<file path="config.mk">
export PLATFORM = sky130hd
export DESIGN_NAME = mem_stage
export DESIGN_NICKNAME = d
export VERILOG_FILES = /design/src/rtl/mem_stage.sv
export SDC_FILE = /design/constraint.sdc
export NUM_CORES = 1
export LEC_CHECK = 0
export ABC_AREA = 1
export ABC_CLOCK_PERIOD_IN_PS = 3300
export CAP_MARGIN = 0
export CORE_ASPECT_RATIO = 0.9
export CORE_MARGIN = 1.5
export CORE_UTILIZATION = 49
export CTS_CLUSTER_SIZE = 20
export DETAILED_ROUTE_END_ITERATION = 10
export PLACE_DENSITY = 0.89
export SLEW_MARGIN = 20
export SYNTH_ARGS = -nofsm -noshare
export SYNTH_HDL_FRONTEND = slang
export SYNTH_SLANG_ARGS = --single-unit
</file>
<file path="constraint.sdc">
create_clock -name clk -period 3.3 [get_ports clk]
set_clock_uncertainty 0.1 [all_clocks]
set_input_delay 0.66 -clock clk [delete_from_list [all_inputs] [get_ports clk]]
set_output_delay 0.66 -clock clk [all_outputs]
set_load 0.005 [all_outputs]
</file>
<file path="src/rtl/mem_stage.sv">
// mem_stage: MEM pipeline stage between EX and WB.
// Holds one instruction, waits for the data_sram response of a load/store,
// extracts and extends load data, and hands result, regfile write info and
// exception vector to WB. Responses belonging to requests killed by a WB
// flush are counted and silently dropped.
// Optional feature macro: MS_LOAD_FWD_EN (early forwarding of load data to ID).
module mem_stage #(
  parameter int EXC_W  = 16,
  parameter int LDOP_W = 5
) (
  input  logic              clk,
  input  logic              reset,
  input  logic              es_to_ms_valid,
  output logic              ms_allowin,
  input  logic [31:0]       es_pc,
  input  logic              es_res_from_mem,
  input  logic              es_rf_we,
  input  logic [4:0]        es_rf_waddr,
  input  logic [31:0]       es_result,
  input  logic [LDOP_W-1:0] es_ld_op,
  input  logic              es_mem_req,
  input  logic [EXC_W-1:0]  es_except,
  input  logic              es_req_fire,
  input  logic              data_sram_data_ok,
  input  logic [31:0]       data_sram_rdata,
  input  logic              ws_allowin,
  input  logic              except_flush,
  output logic              ms_to_ws_valid,
  output logic [31:0]       ms_pc,
  output logic              ms_rf_we,
  output logic [4:0]        ms_rf_waddr,
  output logic [31:0]       ms_final_result,
  output logic [EXC_W-1:0]  ms_except,
  output logic              ms_ex,
  output logic              ms_fwd_ready
);

  // ld_op one-hot bit positions: {ld_w, ld_h, ld_hu, ld_b, ld_bu}
  localparam int LD_W  = 4;
  localparam int LD_H  = 3;
  localparam int LD_HU = 2;
  localparam int LD_B  = 1;
  localparam int LD_BU = 0;

  // stage state
  logic              ms_valid_q, ms_valid_d;
  logic [31:0]       ms_pc_q;
  logic              ms_res_from_mem_q;
  logic              ms_rf_we_q;
  logic [4:0]        ms_rf_waddr_q;
  logic [31:0]       ms_result_q;
  logic [LDOP_W-1:0] ms_ld_op_q;
  logic              ms_mem_req_q;
  logic [EXC_W-1:0]  ms_except_q;

  // response bookkeeping
  logic [1:0]        cancel_cnt_q, cancel_cnt_d;
  logic              buf_valid_q, buf_valid_d;
  logic [31:0]       buf_rdata_q, buf_rdata_d;

  logic              load_en;
  logic              retire;
  logic              resp_ok;
  logic              ready_go;
  logic              mem_pending;
  logic              cancel_dec;
  logic [2:0]        cancel_inc;
  logic [2:0]        cancel_nxt;

  logic [31:0]       ld_src;
  logic [7:0]        ld_byte;
  logic [15:0]       ld_half;
  logic [31:0]       ld_data;

  // A response only belongs to the current instruction once every
  // cancelled request ahead of it has drained.
  assign resp_ok  = data_sram_data_ok & (cancel_cnt_q == 2'd0);

  assign ms_except = ms_except_q & {EXC_W{ms_valid_q}};
  assign ms_ex     = |ms_except;

  // An excepting entry never issued a request, so it need not wait.
  assign ready_go  = ~ms_mem_req_q | ms_ex | buf_valid_q | resp_ok;

  assign ms_allowin     = ~ms_valid_q | (ready_go & ws_allowin);
  assign ms_to_ws_valid = ms_valid_q & ready_go;
  assign load_en        = es_to_ms_valid & ms_allowin;
  assign retire         = ms_to_ws_valid & ws_allowin;

  assign ms_pc       = ms_pc_q;
  assign ms_rf_waddr = ms_rf_waddr_q;
  assign ms_rf_we    = ms_rf_we_q & ms_valid_q & ~ms_ex;

  // MEM still owes a response for its own request (not yet seen or buffered).
  assign mem_pending = ms_valid_q & ms_mem_req_q & ~buf_valid_q & ~resp_ok;
  assign cancel_dec  = data_sram_data_ok & (cancel_cnt_q != 2'd0);

  // Handshake: flush wins over accepting a new instruction.
  always_comb begin
    ms_valid_d = ms_valid_q;
    if (except_flush) begin
      ms_valid_d = 1'b0;
    end else if (ms_allowin) begin
      ms_valid_d = es_to_ms_valid;
    end
  end

  // Read-data buffer: hold a response that arrived while WB was stalled.
  always_comb begin
    buf_valid_d = buf_valid_q;
    buf_rdata_d = buf_rdata_q;
    if (except_flush || retire || load_en) begin
      buf_valid_d = 1'b0;
    end else if (resp_ok && ms_valid_q && ms_mem_req_q && !buf_valid_q && !ws_allowin) begin
      buf_valid_d = 1'b1;
      buf_rdata_d = data_sram_rdata;
    end
  end

  // Cancel counter: count requests orphaned by a flush, drain one per data_ok.
  always_comb begin
    cancel_inc = 3'd0;
    if (except_flush) begin
      cancel_inc = {2'b00, mem_pending} + {2'b00, es_req_fire};
    end
    cancel_nxt   = {1'b0, cancel_cnt_q} + cancel_inc - {2'b00, cancel_dec};
    cancel_cnt_d = cancel_nxt[1:0];
  end

  // Load data extraction and extension from the byte offset of the VA.
  always_comb begin
    ld_src = buf_valid_q ? buf_rdata_q : data_sram_rdata;
    case (ms_result_q[1:0])
      2'd0:    ld_byte = ld_src[7:0];
      2'd1:    ld_byte = ld_src[15:8];
      2'd2:    ld_byte = ld_src[23:16];
      default: ld_byte = ld_src[31:24];
    endcase
    ld_half = ms_result_q[1] ? ld_src[31:16] : ld_src[15:0];
    ld_data = ({32{ms_ld_op_q[LD_W]}}  & ld_src)
            | ({32{ms_ld_op_q[LD_H]}}  & {{16{ld_half[15]}}, ld_half})
            | ({32{ms_ld_op_q[LD_HU]}} & {16'd0, ld_half})
            | ({32{ms_ld_op_q[LD_B]}}  & {{24{ld_byte[7]}}, ld_byte})
            | ({32{ms_ld_op_q[LD_BU]}} & {24'd0, ld_byte});
    ms_final_result = ms_res_from_mem_q ? ld_data : ms_result_q;
  end

`ifdef MS_LOAD_FWD_EN
  // Load data may be forwarded to ID as soon as it is present in MEM.
  assign ms_fwd_ready = ms_valid_q & (~ms_res_from_mem_q | buf_valid_q | resp_ok);
`else
  // Loads are only forwarded once they reach WB.
  assign ms_fwd_ready = ms_valid_q & ~ms_res_from_mem_q;
`endif

  // State and payload registers with synchronous reset.
  always_ff @(posedge clk) begin
    if (reset) begin
      ms_valid_q        <= 1'b0;
      ms_pc_q           <= '0;
      ms_res_from_mem_q <= 1'b0;
      ms_rf_we_q        <= 1'b0;
      ms_rf_waddr_q     <= '0;
      ms_result_q       <= '0;
      ms_ld_op_q        <= '0;
      ms_mem_req_q      <= 1'b0;
      ms_except_q       <= '0;
      cancel_cnt_q      <= 2'd0;
      buf_valid_q       <= 1'b0;
      buf_rdata_q       <= '0;
    end else begin
      ms_valid_q   <= ms_valid_d;
      cancel_cnt_q <= cancel_cnt_d;
      buf_valid_q  <= buf_valid_d;
      buf_rdata_q  <= buf_rdata_d;
      if (load_en) begin
        ms_pc_q           <= es_pc;
        ms_res_from_mem_q <= es_res_from_mem;
        ms_rf_we_q        <= es_rf_we;
        ms_rf_waddr_q     <= es_rf_waddr;
        ms_result_q       <= es_result;
        ms_ld_op_q        <= es_ld_op;
        ms_mem_req_q      <= es_mem_req;
        ms_except_q       <= es_except;
      end
    end
  end

  // At most one request in MEM and one in EX can be orphaned at once.
  always_ff @(posedge clk) begin
    if (!reset) begin
      assert (cancel_nxt <= 3'd2)
        else $error("mem_stage: cancel counter overflow");
    end
  end

endmodule

</file>
==> results of run 1 <==
layout by cell type (no fill, tap or decap), types with 2 or more instances in the layout:
master	instances
sky130_fd_sc_hd__o21ai_1	8
sky130_fd_sc_hd__buf_4	36
sky130_fd_sc_hd__a22oi_1	5
sky130_fd_sc_hd__o22ai_1	3
sky130_fd_sc_hd__a21oi_1	117
sky130_fd_sc_hd__nor2_1	112
sky130_fd_sc_hd__buf_2	2
sky130_fd_sc_hd__inv_2	2
sky130_fd_sc_hd__clkdlybuf4s15_1	3
sky130_fd_sc_hd__o221ai_1	3
sky130_fd_sc_hd__inv_1	75
sky130_fd_sc_hd__bufinv_16	4
sky130_fd_sc_hd__dlymetal6s2s_1	2
sky130_fd_sc_hd__nand3_1	86
sky130_fd_sc_hd__buf_6	2
sky130_fd_sc_hd__clkinv_4	3
sky130_fd_sc_hd__nand2_1	224
sky130_fd_sc_hd__o21ai_2	7
sky130_fd_sc_hd__nand2_2	5
sky130_fd_sc_hd__clkbuf_2	8
sky130_fd_sc_hd__clkinv_2	3
sky130_fd_sc_hd__clkdlybuf4s50_1	193
sky130_fd_sc_hd__dfxtp_1	129
sky130_fd_sc_hd__dlygate4sd2_1	13
sky130_fd_sc_hd__a31oi_1	23
sky130_fd_sc_hd__buf_12	3
sky130_fd_sc_hd__o21ai_0	51
sky130_fd_sc_hd__ha_1	3
sky130_fd_sc_hd__clkinvlp_4	2
sky130_fd_sc_hd__clkbuf_16	17
through the flow:
step / cell area [um^2] / setup TNS [ns] / power [uW]
after floorplan: 6340 / 0 / 2100
after global placement: 8680 / -3.48 / 2540
after detailed placement: 8680 / -4.58 / 2560
after CTS: 9330 / 0 / 4530
after global routing: 9360 / -0.453 / 4690
final: 9360 / 0 / 4540
where the power goes:
group	total (uW)	internal, uW	switching (uW)
registers	1690	1640	50.9
clock network	2010	1290	722
logic	840	422	418
total	4540	3350	1190
layout make-up:
| class | instances | area, um^2 |
|---|---|---|
| Timing Repair Buffer | 262 | 2500 |
| Clock buffer | 19 | 443 |
| Inverter | 78 | 293 |
| Clock inverter | 13 | 185 |
| Multi-Input combinational cell | 666 | 3140 |
| Fill cell | 972 | 3280 |
| Sequential cell | 129 | 2580 |
| Tap cell | 164 | 205 |
state kept, by name, indices dropped and copies added, names as in the netlist:
name,flops
ms_valid_q,1
ms_mem_req_q,1
ms_pc,32
cancel_cnt_q,2
ms_rf_waddr,5
buf_valid_q,1
ms_result_q,32
ms_res_from_mem_q,1
buf_rdata_q,32
ms_rf_we_q,1
ms_except_q,16
ms_ld_op_q,5
per-layer routing:
layer | part of all wire, % | vias to the layer above | track usage, %
met1 | 38 | 3278 | 37.0
met4 | 3.7 | 2 | 12.5
met2 | 48 | 409 | 52.7
li1 | - | 3501 | -
met5 | 0.069 | - | 0
met3 | 10 | 74 | 11.0
final timing paths:
kind / start / endpoint / cells after the start
setup / recovery: data_sram_rdata[11] / ms_final_result[3] / 8
hold / removal: ms_result_q[6] / ms_result_q[6] / 2
setup reg to reg: buf_valid_q / buf_rdata_q[21] / 8
hold reg to reg: ms_result_q[6] / ms_result_q[6] / 2
cell families (layout without fill, tap and decap cells):
family,Yosys count,after routing,share of synthesized area (%)
fa+ha+maj,3,3,0.592
buf+inv,150,372,10.6
compound gates,223,223,18.9
xor+xnor,2,2,0.276
simple gates,438,438,28.8
flops,129,129,40.8
critical path: stages:
cell,delay [ns]
sky130_fd_sc_hd__clkdlybuf4s50_1,0.45
sky130_fd_sc_hd__o21ai_1,0.26
sky130_fd_sc_hd__o21ai_0,0.16
sky130_fd_sc_hd__a31oi_1,0.15
sky130_fd_sc_hd__o21ai_0,0.10
sky130_fd_sc_hd__a21oi_1,0.18
sky130_fd_sc_hd__nor2_1,0.06
sky130_fd_sc_hd__clkdlybuf4s50_1,0.47
timing repair:
item,in CTS,in global routing
setup endpoints to repair,28,20
pin swaps,1,0
setup buffers,2,1
gates resized for setup,33,37
cloned,0,0
==> impl_metrics.xml, run 1 <==
<?xml version="1.0" encoding="UTF-8"?>
<metrics>
  <group name="logic_synthesis">
    <metric name="postSynthRegisterBits" unit="">129</metric>
    <metric name="ys_types" unit="">38</metric>
    <metric name="synthArstFlopShare" unit="%">0</metric>
    <metric name="yosys_most_used_dff" unit="">sky130_fd_sc_hd__dfxtp_1</metric>
    <metric name="synth_area_leaders" unit="">sky130_fd_sc_hd__dfxtp_1, sky130_fd_sc_hd__nand2_1, sky130_fd_sc_hd__a21oi_1, sky130_fd_sc_hd__nand3_1, sky130_fd_sc_hd__nor2_1</metric>
    <metric name="yosysMostFrequentCell" unit="">sky130_fd_sc_hd__nand2_1</metric>
    <metric name="synthesis.area_per_instance" unit="um^2">6.71</metric>
    <metric name="synth_top_cells_by_count" unit="">sky130_fd_sc_hd__nand2_1, sky130_fd_sc_hd__dfxtp_1, sky130_fd_sc_hd__a21oi_1, sky130_fd_sc_hd__nor2_1, sky130_fd_sc_hd__nand3_1</metric>
    <metric name="post-synth-top-area-fraction" unit="%">40.8</metric>
    <metric name="synth_edf_count" unit="">0</metric>
    <metric name="netlist_area_before_placement" unit="um^2">6340</metric>
    <metric name="synth.largest_area_cell" unit="">sky130_fd_sc_hd__dfxtp_1</metric>
    <metric name="synth-warning-count" unit="">0</metric>
    <metric name="synth_sequential_area_ratio" unit="%">40.8</metric>
    <metric name="syn_inst" unit="">945</metric>
    <metric name="mappedNetlistNets" unit="">1080</metric>
  </group>
  <group name="floorplan">
    <metric name="floorplan.core_area" unit="um^2">12600</metric>
    <metric name="io_pins" unit="">222</metric>
    <metric name="rows" unit="">39</metric>
    <metric name="die_width" unit="um">123</metric>
    <metric name="die_area" unit="um^2">13600</metric>
    <metric name="initial_core_util" unit="%">50.1</metric>
    <metric name="die_h" unit="um">111</metric>
  </group>
  <group name="placement">
    <metric name="pre_cts_ws" unit="ns">-0.226</metric>
    <metric name="place_congestion" unit="">0.947</metric>
    <metric name="total_instance_count_after_detailed_placement" unit="">1296</metric>
    <metric name="hpwl" unit="um">14700</metric>
    <metric name="portBuffers" unit="">221</metric>
  </group>
  <group name="sta">
    <metric name="max-slew-margin-rel" unit="%">42.3</metric>
    <metric name="rsz0062_at_grt" unit="">yes</metric>
    <metric name="maxClockFrequency" unit="GHz">0.306</metric>
    <metric name="finalMaxSlewViolations" unit="">0</metric>
    <metric name="post-route-min-period" unit="ns">3.27</metric>
    <metric name="setup_violations" unit="">0</metric>
    <metric name="finalHoldViolations" unit="">0</metric>
    <metric name="max_slew.worst_pin.slew" unit="ns">0.864</metric>
    <metric name="worst_hold_slack" unit="ns">0.360</metric>
    <metric name="setup_slack" unit="ns">0.0311</metric>
    <metric name="finalCritPeriodShare" unit="%">99.1</metric>
  </group>
  <group name="pwr">
    <metric name="max-vdd-ir-drop" unit="mV">0.457</metric>
    <metric name="power_density" unit="nW/um^2">485</metric>
    <metric name="leakage_power_summed_over_all_cells" unit="uW">0.00411</metric>
  </group>
  <group name="route">
    <metric name="viasPerCell" unit="">5.46</metric>
    <metric name="num_vias" unit="">7264</metric>
    <metric name="route.antenna.remaining_nets" unit="">0</metric>
    <metric name="dr.first_iter.drc_count" unit="">866</metric>
    <metric name="drt_wl_total" unit="um">21900</metric>
    <metric name="detailedRoute.firstPassIterationCount" unit="">7</metric>
    <metric name="drc" unit="">0</metric>
    <metric name="wl_per_cell" unit="um">16.4</metric>
  </group>
  <group name="final_layout">
    <metric name="layout-area-overhead-vs-synth" unit="%">47.6</metric>
    <metric name="insertedDiodeCount" unit="">0</metric>
    <metric name="nets" unit="">1289</metric>
    <metric name="fin_cells" unit="">1331</metric>
    <metric name="layout.core_utilization" unit="%">74.0</metric>
    <metric name="layout-drive-gt1-share" unit="%">9.25</metric>
  </group>
  <group name="clock_network">
    <metric name="cts.root.buffer_cell" unit="">sky130_fd_sc_hd__clkbuf_16</metric>
    <metric name="tritoncts" unit="">built</metric>
    <metric name="clk_pin_slew" unit="ns">0.06</metric>
    <metric name="worstSkewPairLatency" unit="ns">0.41</metric>
    <metric name="cts_num_sinks" unit="">129</metric>
    <metric name="cts-buffers-inserted" unit="">17</metric>
    <metric name="cts_hold_repair.buffers" unit="">0</metric>
    <metric name="htreeDepth" unit="">4</metric>
    <metric name="ctsLongestPathBuffers" unit="">2</metric>
  </group>
  <group name="min_path">
    <metric name="holdCritPathClass" unit="">register to register</metric>
  </group>
  <group name="setup_path">
    <metric name="setup.worst_path.class" unit="">input pin to output pin</metric>
    <metric name="crit_required" unit="ns">2.54</metric>
    <metric name="setup.worst_path.end_class" unit="">output pin</metric>
    <metric name="worst-r2r-setup-slack" unit="ns">0.75</metric>
    <metric name="timing.critical_path.arrival" unit="ns">2.51</metric>
    <metric name="crit_path_max_fanout" unit="">2</metric>
    <metric name="setup.worst_path.start_class" unit="">input pin</metric>
  </group>
  <group name="global_routing">
    <metric name="wire_length_of_the_first_global_routing_pass" unit="um">33700</metric>
    <metric name="grt_pass1_vias" unit="">6741</metric>
    <metric name="grt_antenna_before_repair" unit="">1</metric>
    <metric name="track_usage" unit="%">31.7</metric>
    <metric name="maximum_number_of_pins_on_one_net_before_global_route_repair" unit="">111</metric>
    <metric name="globalRoute.totalOverflow" unit="">0</metric>
  </group>
  <group name="job">
    <metric name="drv_cap" unit="">0</metric>
  </group>
  <group name="outcome">
    <metric name="result_of_the_run" unit="">complete, no violations</metric>
  </group>
</metrics>
Note: power is estimated with default switching activity, not from simulation.
==> inputs of run 2 (changes only) <==
- CORE_MARGIN: 1.5 -> not set
==> run 2 against run 1 <==
Net effect: the run now ends with setup timing left; power down 2.6%; critical path depth is 2 higher; critical path type unchanged; global-route usage rose by 0.96 points; largest cell class unchanged; non-clock buffer count is 3 lower; register-to-register slack got worse by 0.11 ns; flip-flop and latch count unchanged; hold slack lost 0.0025 ns.
==> impl_metrics.xml, run 2 (synthesis gave the netlist of run 1 again) <==
<?xml version="1.0" encoding="UTF-8"?>
<metrics>
  <group name="clock_network">
    <metric name="cts_hold_repair.buffers" unit="">0</metric>
    <metric name="ctsLongestPathBuffers" unit="">2</metric>
    <metric name="cts.root.buffer_cell" unit="">sky130_fd_sc_hd__clkbuf_16</metric>
    <metric name="clk_pin_slew" unit="ns">0.06</metric>
    <metric name="htreeDepth" unit="">4</metric>
    <metric name="tritoncts" unit="">built</metric>
    <metric name="cts_num_sinks" unit="">129</metric>
    <metric name="cts-buffers-inserted" unit="">17</metric>
    <metric name="worstSkewPairLatency" unit="ns">0.42</metric>
  </group>
  <group name="final_layout">
    <metric name="layout.cells.most_common_list" unit="">sky130_fd_sc_hd__nand2_1, sky130_fd_sc_hd__clkdlybuf4s50_1, sky130_fd_sc_hd__dfxtp_1</metric>
    <metric name="area_of_the_multi_input_gates" unit="um^2">3140</metric>
    <metric name="mostFrequentLayoutCell" unit="">sky130_fd_sc_hd__nand2_1</metric>
    <metric name="nets" unit="">1286</metric>
    <metric name="insertedDiodeCount" unit="">0</metric>
    <metric name="final_cell_area" unit="um^2">9380</metric>
    <metric name="n_fill_cell" unit="">945</metric>
    <metric name="sequential_cell_area" unit="um^2">2580</metric>
    <metric name="layout-drive-gt1-share" unit="%">8.43</metric>
    <metric name="layout.core_utilization" unit="%">74.2</metric>
    <metric name="layout-area-overhead-vs-synth" unit="%">47.9</metric>
  </group>
  <group name="sta">
    <metric name="maxClockFrequency" unit="GHz">0.299</metric>
    <metric name="finalCritPeriodShare" unit="%">101</metric>
    <metric name="finalHoldViolations" unit="">0</metric>
    <metric name="rsz0062_at_grt" unit="">yes</metric>
    <metric name="setup_slack" unit="ns">-0.0468</metric>
    <metric name="setup_violations" unit="">2</metric>
    <metric name="max_slew.worst_pin.slew" unit="ns">0.895</metric>
    <metric name="post-route-min-period" unit="ns">3.35</metric>
    <metric name="finalMaxSlewViolations" unit="">0</metric>
    <metric name="max-slew-margin-rel" unit="%">40.2</metric>
  </group>
  <group name="setup_path">
    <metric name="worst-r2r-setup-slack" unit="ns">0.64</metric>
    <metric name="timing.critical_path.arrival" unit="ns">2.59</metric>
    <metric name="number_of_cells_on_the_worst_reg_to_reg_path" unit="">10</metric>
    <metric name="setup.worst_path.end_class" unit="">output pin</metric>
    <metric name="crit_path_max_fanout" unit="">2</metric>
    <metric name="crit_required" unit="ns">2.54</metric>
    <metric name="worstReg2RegStart" unit="">buf_valid_q</metric>
    <metric name="setup.worst_path.start_class" unit="">input pin</metric>
    <metric name="setup.worst_path.class" unit="">input pin to output pin</metric>
    <metric name="critical_path.reg2reg.endpoint" unit="">buf_rdata_q[18]</metric>
  </group>
  <group name="floorplan">
    <metric name="rows" unit="">39</metric>
    <metric name="die_h" unit="um">110</metric>
    <metric name="initial_core_util" unit="%">50.1</metric>
    <metric name="io_pins" unit="">222</metric>
    <metric name="die_area" unit="um^2">13400</metric>
    <metric name="floorplan.core_area" unit="um^2">12600</metric>
    <metric name="die_width" unit="um">122</metric>
  </group>
  <group name="min_path">
    <metric name="min_delay_worst_endpoint" unit="">ms_result_q[5]</metric>
    <metric name="timing.hold.worst.start" unit="">ms_result_q[5]</metric>
    <metric name="cell_depth_of_the_worst_hold_path" unit="">2</metric>
    <metric name="holdCritPathClass" unit="">register to register</metric>
  </group>
  <group name="pwr">
    <metric name="fin_total_pwr" unit="uW">4420</metric>
    <metric name="leakage_power_summed_over_all_cells" unit="uW">0.00430</metric>
    <metric name="power_density" unit="nW/um^2">472</metric>
    <metric name="max-vdd-ir-drop" unit="mV">0.405</metric>
  </group>
  <group name="route">
    <metric name="route.antenna.remaining_nets" unit="">0</metric>
    <metric name="detailedRoute.firstPassIterationCount" unit="">5</metric>
    <metric name="viasPerCell" unit="">5.40</metric>
    <metric name="dr.first_iter.drc_count" unit="">635</metric>
    <metric name="num_vias" unit="">7158</metric>
    <metric name="drt_wl_total" unit="um">22000</metric>
    <metric name="wl_per_cell" unit="um">16.6</metric>
    <metric name="drc" unit="">0</metric>
  </group>
  <group name="global_routing">
    <metric name="maximum_number_of_pins_on_one_net_before_global_route_repair" unit="">111</metric>
    <metric name="grt_antenna_before_repair" unit="">0</metric>
    <metric name="globalRoute.totalOverflow" unit="">0</metric>
    <metric name="track_usage" unit="%">32.7</metric>
    <metric name="wire_length_of_the_first_global_routing_pass" unit="um">33100</metric>
    <metric name="grt_pass1_vias" unit="">6574</metric>
  </group>
  <group name="placement">
    <metric name="place_congestion" unit="">0.889</metric>
    <metric name="hpwl" unit="um">15000</metric>
    <metric name="placed_area" unit="um^2">8670</metric>
    <metric name="pre_cts_ws" unit="ns">-0.225</metric>
    <metric name="portBuffers" unit="">221</metric>
  </group>
  <group name="outcome">
    <metric name="failed_checks" unit="">setup timing</metric>
    <metric name="result_of_the_run" unit="">finished, violations left</metric>
  </group>
  <group name="job">
    <metric name="drv_cap" unit="">0</metric>
  </group>
</metrics>
[run 2: cell count changes in the layout (fill, tap and decap cells not counted), moves of 2 or more]
cell / previous run / this run
sky130_fd_sc_hd__dlymetal6s2s_1: 2 / 22
sky130_fd_sc_hd__clkinv_2: 3 / 6
sky130_fd_sc_hd__clkbuf_2: 8 / 2
sky130_fd_sc_hd__clkinv_4: 3 / 0
sky130_fd_sc_hd__clkdlybuf4s15_1: 3 / 0
sky130_fd_sc_hd__dlygate4sd2_1: 13 / 2
sky130_fd_sc_hd__buf_4: 36 / 34
[run 2: how the worst max path moves through the flow]
stage / from / endpoint / cells after the start
after floorplan: data_sram_rdata[31] / ms_final_result[21] / 5
after global placement: data_sram_rdata[31] / ms_final_result[13] / 9
after detailed placement: data_sram_rdata[31] / ms_final_result[14] / 9
after CTS: data_sram_rdata[31] / ms_final_result[23] / 8
after global routing: data_sram_rdata[27] / ms_final_result[3] / 10
final: data_sram_rdata[26] / ms_final_result[2] / 10
[run 2: metal layers]
layer | wire length (um) | GRT usage, % | vias to the layer above | share of wire [%]
li1 | - | - | 3498 | -
met5 | 0 | 0 | - | 0
met1 | 8680 | 37.0 | 3250 | 40
met2 | 10600 | 55.1 | 342 | 48
met3 | 1900 | 11.5 | 68 | 8.6
met4 | 807 | 14.8 | 0 | 3.7
[run 2: cell type report]
cell class	instances	share of cell area, %
well taps	164	2.19
clock inverters	12	1.52
multi-input cells	666	33.4
flip-flops and latches	129	27.6
clock buffers	18	4.68
inverters	78	3.18
repair buffers	259	27.4
[run 2: power breakdown]
part           switching (uW)  internal [uW]  leakage, uW
combinational             413            433      0.00296
sequential               54.4           1640      0.00106
clock                     693           1190     0.000283
[run 2: metrics by stage]
stage	cells	hold slack (ns)	setup TNS, ns
global route	1326	0.375	-0.309
floorplan	945	0.329	0
detailed placement	1294	0.350	-4.53
CTS	1324	0.359	-1.58
global placement	1294	0.342	-4.01
finish	1326	0.358	-0.0538
[run 2: timing repair]
action                                  in CTS  in global routing
endpoints found under the setup margin      30                 30
resized for setup                           15                 43
buffers inserted                             0                  2
pin swaps                                    1                  1
[run 2: worst max-delay path: stages]
cell and delay (ns):
sky130_fd_sc_hd__clkdlybuf4s50_1 0.48, sky130_fd_sc_hd__nand2_1 0.05, sky130_fd_sc_hd__o21ai_0 0.18, sky130_fd_sc_hd__nand2_1 0.08, sky130_fd_sc_hd__o21ai_0 0.12, sky130_fd_sc_hd__nand3_1 0.12
sky130_fd_sc_hd__o211ai_1 0.12, sky130_fd_sc_hd__a21oi_1 0.06, sky130_fd_sc_hd__a21oi_1 0.18, sky130_fd_sc_hd__clkdlybuf4s50_1 0.53
